**src/rtl/cynapse_route_pkg.sv**
```systemverilog
// Shared definitions for the spike routing path.
//   route_state_e        : controller FSM states of spike_route_scheduler
//   NEURON_WIDTH_DEFAULT : default width of a neuron ID
package cynapse_route_pkg;

    typedef enum logic [1:0] {
        ST_IDLE    = 2'd0,  // waiting for a routing phase
        ST_PRESENT = 2'd1,  // NeuronID set up, RouteEnable still low
        ST_ROUTE   = 2'd2,  // RouteEnable high until RoutingComplete
        ST_GAP     = 2'd3   // one low cycle so InputRouter can clear its state
    } route_state_e;

    localparam int NEURON_WIDTH_DEFAULT = 11;

endpackage

```
**src/rtl/spike_route_scheduler_fifo.sv**
```systemverilog
// spike_fifo: circular queue of spiked neuron IDs.
// Optional feature macro: SPIKE_DROP_COUNT_EN (adds a saturating drop counter).
// Ports:
//   clk_i, rst_i (async, active-high), clear_i (sync clear)
//   push_valid_i / push_data_i : push request; accepted when not full or popping
//   pop_i                      : remove head (ignored when empty)
//   head_data_o                : current head entry
//   empty_o, full_o, count_o   : occupancy status
//   overflow_o                 : sticky, a push was dropped
//   dropped_o                  : saturating drop count (SPIKE_DROP_COUNT_EN only)
module spike_fifo #(
    parameter int DATA_WIDTH       = 11,
    parameter int DEPTH_LOG2       = 6
`ifdef SPIKE_DROP_COUNT_EN
    ,
    parameter int DROP_COUNT_WIDTH = 16
`endif
) (
    input  logic                        clk_i,
    input  logic                        rst_i,
    input  logic                        clear_i,
    input  logic                        push_valid_i,
    input  logic [DATA_WIDTH-1:0]       push_data_i,
    input  logic                        pop_i,
    output logic [DATA_WIDTH-1:0]       head_data_o,
    output logic                        empty_o,
    output logic                        full_o,
    output logic [DEPTH_LOG2:0]         count_o,
`ifdef SPIKE_DROP_COUNT_EN
    output logic [DROP_COUNT_WIDTH-1:0] dropped_o,
`endif
    output logic                        overflow_o
);

    localparam int                DEPTH   = 1 << DEPTH_LOG2;
    localparam logic [DEPTH_LOG2:0] DEPTH_C = {1'b1, {DEPTH_LOG2{1'b0}}};

    logic [DATA_WIDTH-1:0] mem_q [DEPTH];
    logic [DEPTH_LOG2-1:0] head_q;
    logic [DEPTH_LOG2-1:0] tail_q;
    logic [DEPTH_LOG2:0]   count_q;
    logic                  overflow_q;
    logic                  push_ok;
    logic                  pop_ok;
    logic                  drop;

    assign empty_o     = (count_q == '0);
    assign full_o      = (count_q == DEPTH_C);
    assign count_o     = count_q;
    assign overflow_o  = overflow_q;
    assign head_data_o = mem_q[head_q];

    assign pop_ok  = pop_i & ~empty_o;
    // A pop on the same edge frees the slot, so a full queue still accepts.
    assign push_ok = push_valid_i & (~full_o | pop_ok);
    assign drop    = push_valid_i & full_o & ~pop_ok;

    always_ff @(posedge clk_i or posedge rst_i) begin
        if (rst_i) begin
            head_q     <= '0;
            tail_q     <= '0;
            count_q    <= '0;
            overflow_q <= 1'b0;
        end else if (clear_i) begin
            head_q     <= '0;
            tail_q     <= '0;
            count_q    <= '0;
            overflow_q <= 1'b0;
        end else begin
            // Pointers are exactly DEPTH_LOG2 bits, so increments wrap modulo depth.
            if (push_ok) tail_q <= tail_q + 1'b1;
            if (pop_ok)  head_q <= head_q + 1'b1;
            case ({push_ok, pop_ok})
                2'b10:   count_q <= count_q + 1'b1;
                2'b01:   count_q <= count_q - 1'b1;
                default: count_q <= count_q;
            endcase
            if (drop) overflow_q <= 1'b1;
        end
    end

`ifdef SPIKE_DROP_COUNT_EN
    logic [DROP_COUNT_WIDTH-1:0] dropped_q;
    assign dropped_o = dropped_q;

    always_ff @(posedge clk_i or posedge rst_i) begin
        if (rst_i) begin
            dropped_q <= '0;
        end else if (clear_i) begin
            dropped_q <= '0;
        end else if (drop && (dropped_q != '1)) begin
            dropped_q <= dropped_q + 1'b1;
        end
    end
`endif

    // Storage needs no reset: entries are only read after being written.
    always_ff @(posedge clk_i) begin
        if (push_ok && !clear_i) begin
            mem_q[tail_q] <= push_data_i;
        end
    end

endmodule

```
**src/rtl/spike_route_scheduler.sv**
```systemverilog
// spike_route_scheduler: queues IDs of neurons that spiked during the update
// phase and presents them one at a time to InputRouter during the routing phase.
// Optional feature macro: SPIKE_DROP_COUNT_EN (adds DroppedSpikes port/counter).
// Ports:
//   Clock, Reset (async, active-high), Initialize (sync clear)
//   SpikeValid / SpikeID         : push from the neuron update unit
//   RouteStart                   : 1-cycle pulse starting the routing phase
//   RoutingComplete              : InputRouter finished the current NeuronID
//   RouteEnable / NeuronID       : registered outputs to InputRouter
//   RoutePhaseDone               : 1-cycle pulse, queue drained
//   QueueEmpty/QueueFull/QueueCount, Overflow, DroppedSpikes : status
//   DebugState                   : current controller FSM state
// Handshake: NeuronID is loaded one cycle before RouteEnable rises and is held
// while RouteEnable=1; RouteEnable stays high until RoutingComplete is sampled
// high, then drops for at least one cycle before the next ID is presented.
module spike_route_scheduler
    import cynapse_route_pkg::*;
#(
    parameter int NEURON_WIDTH     = NEURON_WIDTH_DEFAULT,
    parameter int QUEUE_DEPTH_LOG2 = 6
`ifdef SPIKE_DROP_COUNT_EN
    ,
    parameter int DROP_COUNT_WIDTH = 16
`endif
) (
    input  logic                        Clock,
    input  logic                        Reset,
    input  logic                        Initialize,
    input  logic                        SpikeValid,
    input  logic [NEURON_WIDTH-1:0]     SpikeID,
    input  logic                        RouteStart,
    input  logic                        RoutingComplete,
    output logic                        RouteEnable,
    output logic [NEURON_WIDTH-1:0]     NeuronID,
    output logic                        RoutePhaseDone,
    output logic                        QueueEmpty,
    output logic                        QueueFull,
    output logic [QUEUE_DEPTH_LOG2:0]   QueueCount,
    output logic                        Overflow,
`ifdef SPIKE_DROP_COUNT_EN
    output logic [DROP_COUNT_WIDTH-1:0] DroppedSpikes,
`endif
    output logic [1:0]                  DebugState
);

    route_state_e              state_q;
    logic                      route_en_q;
    logic [NEURON_WIDTH-1:0]   neuron_id_q;
    logic                      done_q;
    logic                      route_active_q;
    logic                      go;
    logic                      pop;
    logic                      fifo_empty;
    logic [NEURON_WIDTH-1:0]   head_data;

    spike_fifo #(
        .DATA_WIDTH       (NEURON_WIDTH),
        .DEPTH_LOG2       (QUEUE_DEPTH_LOG2)
`ifdef SPIKE_DROP_COUNT_EN
        ,
        .DROP_COUNT_WIDTH (DROP_COUNT_WIDTH)
`endif
    ) u_fifo (
        .clk_i        (Clock),
        .rst_i        (Reset),
        .clear_i      (Initialize),
        .push_valid_i (SpikeValid),
        .push_data_i  (SpikeID),
        .pop_i        (pop),
        .head_data_o  (head_data),
        .empty_o      (fifo_empty),
        .full_o       (QueueFull),
        .count_o      (QueueCount),
`ifdef SPIKE_DROP_COUNT_EN
        .dropped_o    (DroppedSpikes),
`endif
        .overflow_o   (Overflow)
    );

    assign go = RouteStart | route_active_q;

    // Pop exactly on the transitions into PRESENT.
    always_comb begin
        pop = 1'b0;
        case (state_q)
            ST_IDLE: pop = go & ~fifo_empty;
            ST_GAP:  pop = ~fifo_empty;
            default: pop = 1'b0;
        endcase
    end

    always_ff @(posedge Clock or posedge Reset) begin
        if (Reset) begin
            state_q        <= ST_IDLE;
            route_en_q     <= 1'b0;
            neuron_id_q    <= '0;
            done_q         <= 1'b0;
            route_active_q <= 1'b0;
        end else if (Initialize) begin
            state_q        <= ST_IDLE;
            route_en_q     <= 1'b0;
            neuron_id_q    <= '0;
            done_q         <= 1'b0;
            route_active_q <= 1'b0;
        end else begin
            done_q <= 1'b0;
            if (RouteStart) route_active_q <= 1'b1;
            case (state_q)
                ST_IDLE: begin
                    if (go) begin
                        if (!fifo_empty) begin
                            state_q     <= ST_PRESENT;
                            neuron_id_q <= head_data;
                        end else begin
                            // Nothing to route: end the phase straight away.
                            done_q         <= 1'b1;
                            route_active_q <= 1'b0;
                        end
                    end
                end
                ST_PRESENT: begin
                    state_q    <= ST_ROUTE;
                    route_en_q <= 1'b1;
                end
                ST_ROUTE: begin
                    if (RoutingComplete) begin
                        state_q    <= ST_GAP;
                        route_en_q <= 1'b0;
                    end
                end
                ST_GAP: begin
                    // Spikes pushed mid-phase are still drained in this phase.
                    if (!fifo_empty) begin
                        state_q     <= ST_PRESENT;
                        neuron_id_q <= head_data;
                    end else begin
                        state_q        <= ST_IDLE;
                        done_q         <= 1'b1;
                        route_active_q <= 1'b0;
                    end
                end
                default: state_q <= ST_IDLE;
            endcase
        end
    end

    assign RouteEnable    = route_en_q;
    assign NeuronID       = neuron_id_q;
    assign RoutePhaseDone = done_q;
    assign QueueEmpty     = fifo_empty;
    assign DebugState     = state_q;

endmodule

```
**config.mk**
```make
export PLATFORM = sky130hd
export DESIGN_NAME = spike_route_scheduler
export DESIGN_NICKNAME = d
export VERILOG_FILES = /design/src/rtl/cynapse_route_pkg.sv /design/src/rtl/spike_route_scheduler_fifo.sv /design/src/rtl/spike_route_scheduler.sv
export SDC_FILE = /design/constraint.sdc
export NUM_CORES = 1
export LEC_CHECK = 0
export ABC_CLOCK_PERIOD_IN_PS = 5550
export BUFFER_PORTS_ARGS = -buffer_cell sky130_fd_sc_hd__buf_2
export CAP_MARGIN = 20
export CORE_UTILIZATION = 40
export CTS_CLUSTER_SIZE = 8
export DETAILED_ROUTE_END_ITERATION = 10
export GPL_TIMING_DRIVEN = 1
export SLEW_MARGIN = 20
export SYNTH_ARGS = -nofsm -noshare
export SYNTH_HDL_FRONTEND = slang
export SYNTH_SLANG_ARGS = --single-unit
export TNS_END_PERCENT = 1
```
**constraint.sdc**
```tcl
create_clock -name Clock -period 5.55 [get_ports Clock]
set_input_delay 0.555 -clock Clock [delete_from_list [all_inputs] [get_ports Clock]]
set_output_delay 0.555 -clock Clock [all_outputs]
set_load 0.01 [all_outputs]
```
==> qor.txt, run 1 <==
status: finished clean
maximum clock rate: 249 MHz
initial antenna violation count: 3
clock buffer depth: 3
CP Launch Type: flip-flop
Die Span Y: 272 um
Buffers on Ports: 41
Post-CTS Setup Bufs: 0
cells after synthesis: 1473
R2R Setup Slk: 1.53 ns
VDD IR max: 286 uV
EDFF count, synth: 704
post-synthesis sequential area ratio: 75.7%
Ys Warns: 0
clock skew: 0.0191 ns
Worst Path Arrival: 4.26 ns
worst-path fanout max: 11
Hold Violations, Final: 0
CTS Sinks: 740
CTS tree: done
grt ovf: 0
DRT iter0 DRCs: 1210
Clock transition at path regs: 0.05 ns
vias in the first global route: 14700
max_cap viols: 0
largest net degree at the start of global routing: 68
Crit. End Element: flip-flop
minimum clock period: 4.02 ns
R2R Path End: u_fifo.mem_q[37][9]$_DFFE_PP_
DR DRC count: 0
Post-Syn Area: 0.0291 mm2
gr usage total: 18.5%
Slew HR: 21.3%
TritonRoute pass-1 iters: 5
Top delay family on crit path: simple AND/OR/NAND/NOR gates
R2R Path Start: DebugState[0]$_DFFE_PP0P_
WP data required: 5.80 ns
Final WS setup: 1.53 ns
Core Util, Final: 46.2%
global-route wire length before repair: 99000 um
post-synthesis net count: 1502
Period Utilization, post-route: 72.4%
worst skew pair latency: 0.63 ns
Initial Util: 40.6%
FF+latch count, synth: 740
Synth async-reset ratio: 4.86%
WL final: 67500 um
core area: 0.0717 mm2
Layout Nets: 1594
Worst path slowest cell: nor2_1
worst-margin pin slew: 1.17 ns
PwrDens: 435 mW/mm2
Setup TNS Final: 0 ns
Syn Area/Cell: 19.8 um2
clock root buffer master: clkbuf_16
share of cells above drive strength 1: 20.3%
die area: 0.0739 mm2
Die Wd: 272 um
Leak: 10.5 nW
CTS Hold Buffers Added: 0
Buf/Inv on CP: 1
RSZ-0062 raised after global routing: false
CP Class: reg -> reg
Final Setup Violations: 0
cts repair resizes: 0
DR WL/cell: 26.2 um
row cnt: 98
Syn-to-layout area delta: 13.9%
Slew Viols, Final: 0
CTS Buf Count: 102
Detail Route Antenna Nets: 0
H-tree levels: 3
Synth Flop Type: edfxtp_1
Cell variety after synth: 48
via count: 14300
Via-to-Cell Ratio: 5.57
I/O pin total: 42
dpl hpwl: 39200 um
CP cell instances: inv_1 -> ha_1 -> o21ba_2 -> o21a_1 -> nand4b_1 -> nor2_1
pre-CTS WS: 1.63 ns
placer congestion estimate: 0.834
CP peak stage delay: 1.23 ns
overall power: 14.4 mW
worst min-delay path class: in -> async
FF-to-FF path depth: 6
-- worst max-delay path by stage --
stage	slack [ns]	startpoint	depth (start not counted)	end
6_report	1.53	DebugState[0]$_DFFE_PP0P_	6	u_fifo.mem_q[37][9]$_DFFE_PP_
5_1_grt	1.41	DebugState[0]$_DFFE_PP0P_	7	u_fifo.mem_q[37][0]$_DFFE_PP_
4_1_cts	1.58	DebugState[0]$_DFFE_PP0P_	6	u_fifo.mem_q[37][9]$_DFFE_PP_
3_5_place_dp	1.63	DebugState[0]$_DFFE_PP0P_	6	u_fifo.mem_q[37][4]$_DFFE_PP_
3_3_place_gp	1.79	DebugState[0]$_DFFE_PP0P_	6	u_fifo.mem_q[37][2]$_DFFE_PP_
2_1_floorplan	2.68	DebugState[0]$_DFFE_PP0P_	12	u_fifo.count_o[6]$_DFFE_PP0P_
-- placed cells by master, fill, tap and decap left out, drive strengths merged, types with 2 or more instances in the layout --
cell    synthesis  layout
edfxtp        704     704
clkbuf         40     157
mux4          133     133
mux2i         121     121
nor2           96      96
buf            41      69
nand2          42      42
dfrtp          36      36
a21oi          32      32
a211oi         27      27
o21ai          24      24
o22ai          22      22
o221ai         21      21
a22oi          21      21
nand3          19      19
a32oi          11      11
ha             11      11
inv             8      11
nand3b         10      10
nor3            9       9
xor2            8       8
xnor2           6       6
nand4           5       5
o21bai          4       4
nor2b           4       4
o21a            3       3
mux2            3       3
a21o            2       2
nand4b          2       2
-- routing by layer --
metal,GRT usage (%),up-vias,part of all wire [%]
li1,-,6226,-
met1,26.4,7503,44
met2,28.4,514,47
met3,3.89,101,7.0
met4,5.77,0,2.3
met5,0,-,0
-- flip-flops by register name (all words and copies together), names as in the netlist --
signal / flops
u_fifo.mem_q: 704
NeuronID: 11
u_fifo.count_o: 7
u_fifo.head_q: 6
u_fifo.tail_q: 6
DebugState: 2
RouteEnable: 1
RoutePhaseDone: 1
route_active_q: 1
u_fifo.overflow_o: 1
-- cell type report --
class	instances	area [um2]
Timing Repair Buffer	69	448
Clock inverter	4	42.5
Sequential cell	740	22100
Inverter	8	30.0
Multi-Input combinational cell	644	6580
Clock buffer	157	2820
Tap cell	950	1190
Fill cell	5990	38600
Antenna cell	1	2.50
-- cell families (layout without fill, tap and decap cells) --
family                     Yosys count  count (layout)  share of synthesized area [%]
AOI/OAI and AO/OA                  171             171                           3.99
xor gates and xnor gates            14              14                          0.421
adders and majority gates           12              12                          0.541
buffers and inverters               89             238                           1.81
DFF                                740             740                           75.7
muxes                              257             257                           14.6
other                                0               1                              0
and+or+nand+nor                    190             190                           2.93
-- cell usage after synthesis (4+ instances only) --
library cell	instances	area share, %
buf_2	14	0.24
nor3_1	9	0.15
dfrtp_1	36	3.1
buf_4	6	0.15
o22ai_1	22	0.47
buf_1	4	0.052
nor2b_1	4	0.086
a32oi_1	11	0.33
buf_6	13	0.50
nor2_1	95	1.2
mux4_2	131	10
edfxtp_1	704	73
inv_1	7	0.090
nand3_1	19	0.33
a22oi_1	21	0.54
o21bai_1	4	0.10
ha_1	11	0.47
o221ai_1	21	0.63
xor2_1	8	0.24
a21oi_1	32	0.55
o21ai_1	11	0.19
xnor2_1	6	0.18
nand3b_1	10	0.26
clkbuf_1	40	0.52
a211oi_1	27	0.70
nand4_1	5	0.11
o21ai_0	13	0.22
mux2i_1	120	4.1
nand2_1	41	0.53
-- through the flow --
step                      hold slack, ns  cell area [um2]  cells
after floorplan                    0.517            29100   1473
after global placement             0.477            30300   2409
after detailed placement           0.499            30300   2409
after CTS                         0.0101            33100   2570
after global routing              0.0440            33200   2572
final                             0.0235            33200   2573
-- where the power goes --
group	switching (mW)	leakage (nW)	internal, mW
Clock	2.17	1.38	3.43
Combinational	1.30	2.35	1.11
Sequential	0.190	6.81	6.22
Total	3.67	10.5	10.8
-- worst register-to-register path: cells and delay by family (launching register included) --
family / cells / cell delay, ns
AO/OA/AOI/OAI: 2 / 0.60
adder cells (fa/ha/maj): 1 / 0.35
buffers and inverters: 1 / 0.09
flip-flops: 1 / 0.41
AND/OR/NAND/NOR: 2 / 2.19
Note: power is estimated with default switching activity, not from simulation.
==> inputs of run 2 (changes only) <==
--- a/config.mk
+++ b/config.mk
@@ -5,7 +5,7 @@
 export SDC_FILE = /design/constraint.sdc
 export NUM_CORES = 1
 export LEC_CHECK = 0
-export ABC_CLOCK_PERIOD_IN_PS = 5550
+export ABC_CLOCK_PERIOD_IN_PS = 3260
 export BUFFER_PORTS_ARGS = -buffer_cell sky130_fd_sc_hd__buf_2
 export CAP_MARGIN = 20
 export CORE_UTILIZATION = 40
==> constraint.sdc (replaced) <==
create_clock -name Clock -period 3.26 [get_ports Clock]
set_input_delay 0.326 -clock Clock [delete_from_list [all_inputs] [get_ports Clock]]
set_output_delay 0.326 -clock Clock [all_outputs]
set_load 0.01 [all_outputs]
==> run 2 against run 1 <==
Combinational power increased by 81%. Worst hold slack better by 0.014 ns. Non-clock buffer count grew 95. Register-to-register slack worse by 1.3 ns. Design area grew 2.1%. Clock skew is 0.0063 ns higher. Sequential power rose by 68%. Wire length is 2.8% higher. Sequential share of layout area decreased by 1.4 points.
==> qor.txt, run 2 (synthesized netlist as in run 1, its figures left out) <==
status: finished clean
RSZ-0062 raised after global routing: false
clock buffer depth: 3
worst-path fanout max: 6
Slew HR: 41.6%
Detail Route Antenna Nets: 0
worst skew pair latency: 0.65 ns
Layout Nets: 1689
CP Launch Type: flip-flop
Hold WS: 0.0371 ns
Hold Violations, Final: 0
CTS Buf Count: 102
worst min-delay path class: in -> reg
PwrDens: 729 mW/mm2
grt ovf: 0
number of flip-flops in the largest register: 704
core area: 0.0717 mm2
Register Area: 0.0221 mm2
most common cell after layout, fill and taps aside: edfxtp_1
maximum clock rate: 332 MHz
FF-to-FF path depth: 12
initial antenna violation count: 1
largest net degree at the start of global routing: 66
sequential power share: 43.8%
Syn-to-layout area delta: 16.4%
DR WL/cell: 26.0 um
Sw Pwr: 6.33 mW
Buffers on Ports: 41
Leak: 11.0 nW
TritonRoute pass-1 iters: 5
WL final: 69400 um
Sw Share: 25.6%
CP Class: reg -> reg
VDD IR max: 446 uV
register name with the most flops: u_fifo.mem_q
share of cells above drive strength 1: 24.2%
Clock power frac: 38.5%
via count: 14800
max_cap viols: 0
gr usage total: 18.9%
row cnt: 98
Crit. End Element: flip-flop
worst-margin pin slew: 0.875 ns
clock skew: 0.0255 ns
DR DRC count: 0
Post-CTS Setup Bufs: 0
placer congestion estimate: 0.835
area of the multi-input gates: 0.00657 mm2
Setup TNS Final: 0 ns
Slew Viols, Final: 0
Period Utilization, post-route: 92.4%
Final Setup Violations: 0
dpl hpwl: 41800 um
most frequent cells in the layout: edfxtp_1, mux4_2, mux2i_1
Int Pwr: 18.4 mW
WP data required: 3.82 ns
Die Span Y: 272 um
Via-to-Cell Ratio: 5.54
H-tree levels: 3
Clock transition at path regs: 0.05 ns
Antenna Cells: 0
CTS tree: done
Worst Path Arrival: 3.57 ns
Hold Path Cell Cnt: 3
die area: 0.0739 mm2
vias in the first global route: 15000
Initial Util: 40.6%
clock root buffer master: clkbuf_16
CTS Sinks: 740
I/O pin total: 42
DRT iter0 DRCs: 1445
Gate power share: 17.7%
global-route wire length before repair: 102000 um
minimum clock period: 3.01 ns
number of fill cells: 5955
Die Wd: 272 um
run 2: what timing repair did:
item,in CTS,in global routing
endpoints found under the hold margin,18,0
setup endpoints to repair,0,2
resized for setup,0,2
hold buffers,2,0
run 2: worst max-delay path, cell delays in order, from the launching register on:
cell,delay [ns]
dfrtp_1,0.42
inv_1,0.10
ha_1,0.34
o21ba_2,0.32
nand2_2,0.08
nor2_2,0.26
ha_1,0.35
a211oi_1,0.33
o21bai_1,0.13
a21oi_2,0.20
nand3b_1,0.13
o2111ai_1,0.11
a21oi_1,0.16
run 2: area by class of cell:
type | instances | share of cell area, %
Sequential cell | 740 | 65.1
Multi-Input combinational cell | 644 | 19.4
Clock buffer | 158 | 8.25
Timing Repair Buffer | 164 | 3.54
Tap cell | 950 | 3.51
Clock inverter | 6 | 0.140
Inverter | 8 | 0.0886
run 2: path summary, 6_finish.rpt:
| kind | slack [ns] | startpoint | to |
|---|---|---|---|
| setup / recovery | 0.25 | DebugState[0]$_DFFE_PP0P_ | u_fifo.count_o[6]$_DFFE_PP0P_ |
| setup reg to reg | 0.25 | DebugState[0]$_DFFE_PP0P_ | u_fifo.count_o[6]$_DFFE_PP0P_ |
| hold / removal | 0.04 | RouteStart | route_active_q$_DFF_PP0_ |
| max in group asynchronous | 2.03 | Reset | u_fifo.tail_q[5]$_DFFE_PP0P_ |
| min in group asynchronous | 0.42 | Reset | NeuronID[10]$_DFFE_PP0P_ |
| hold reg to reg | 0.49 | u_fifo.overflow_o$_DFFE_PP0P_ | u_fifo.overflow_o$_DFFE_PP0P_ |
run 2: per-layer routing:
layer  up-vias  global-route usage, %  wire length [um]
li1       6429                      -                 -
met1      7741                   26.7             30200
met2       533                   29.1             32600
met3        96                   4.26              4890
met4         2                   6.56              1730
met5         -                      0                 8
run 2: power groups by stage:
stage,registers [mW],clock network (mW),logic (mW)
6_report,10.8,9.50,4.37
5_1_grt,10.8,10.1,4.69
4_1_cts,10.8,9.70,4.44
3_5_place_dp,11.0,0,4.43
3_3_place_gp,11.0,0,4.38
2_1_floorplan,10.9,0,3.29
run 2: metrics by stage:
step	power [mW]	instance area (um2)	std cells	setup slack (ns)	util, %
floorplan	14.2	29100	1473	0.393	-
global placement	15.4	31000	2504	0.177	43.2
detailed placement	15.4	31000	2504	0.0691	43.2
CTS	25.0	33900	2670	0.0451	47.2
global route	25.6	33900	2670	0.0220	47.2
finish	24.7	33900	2670	0.247	47.2
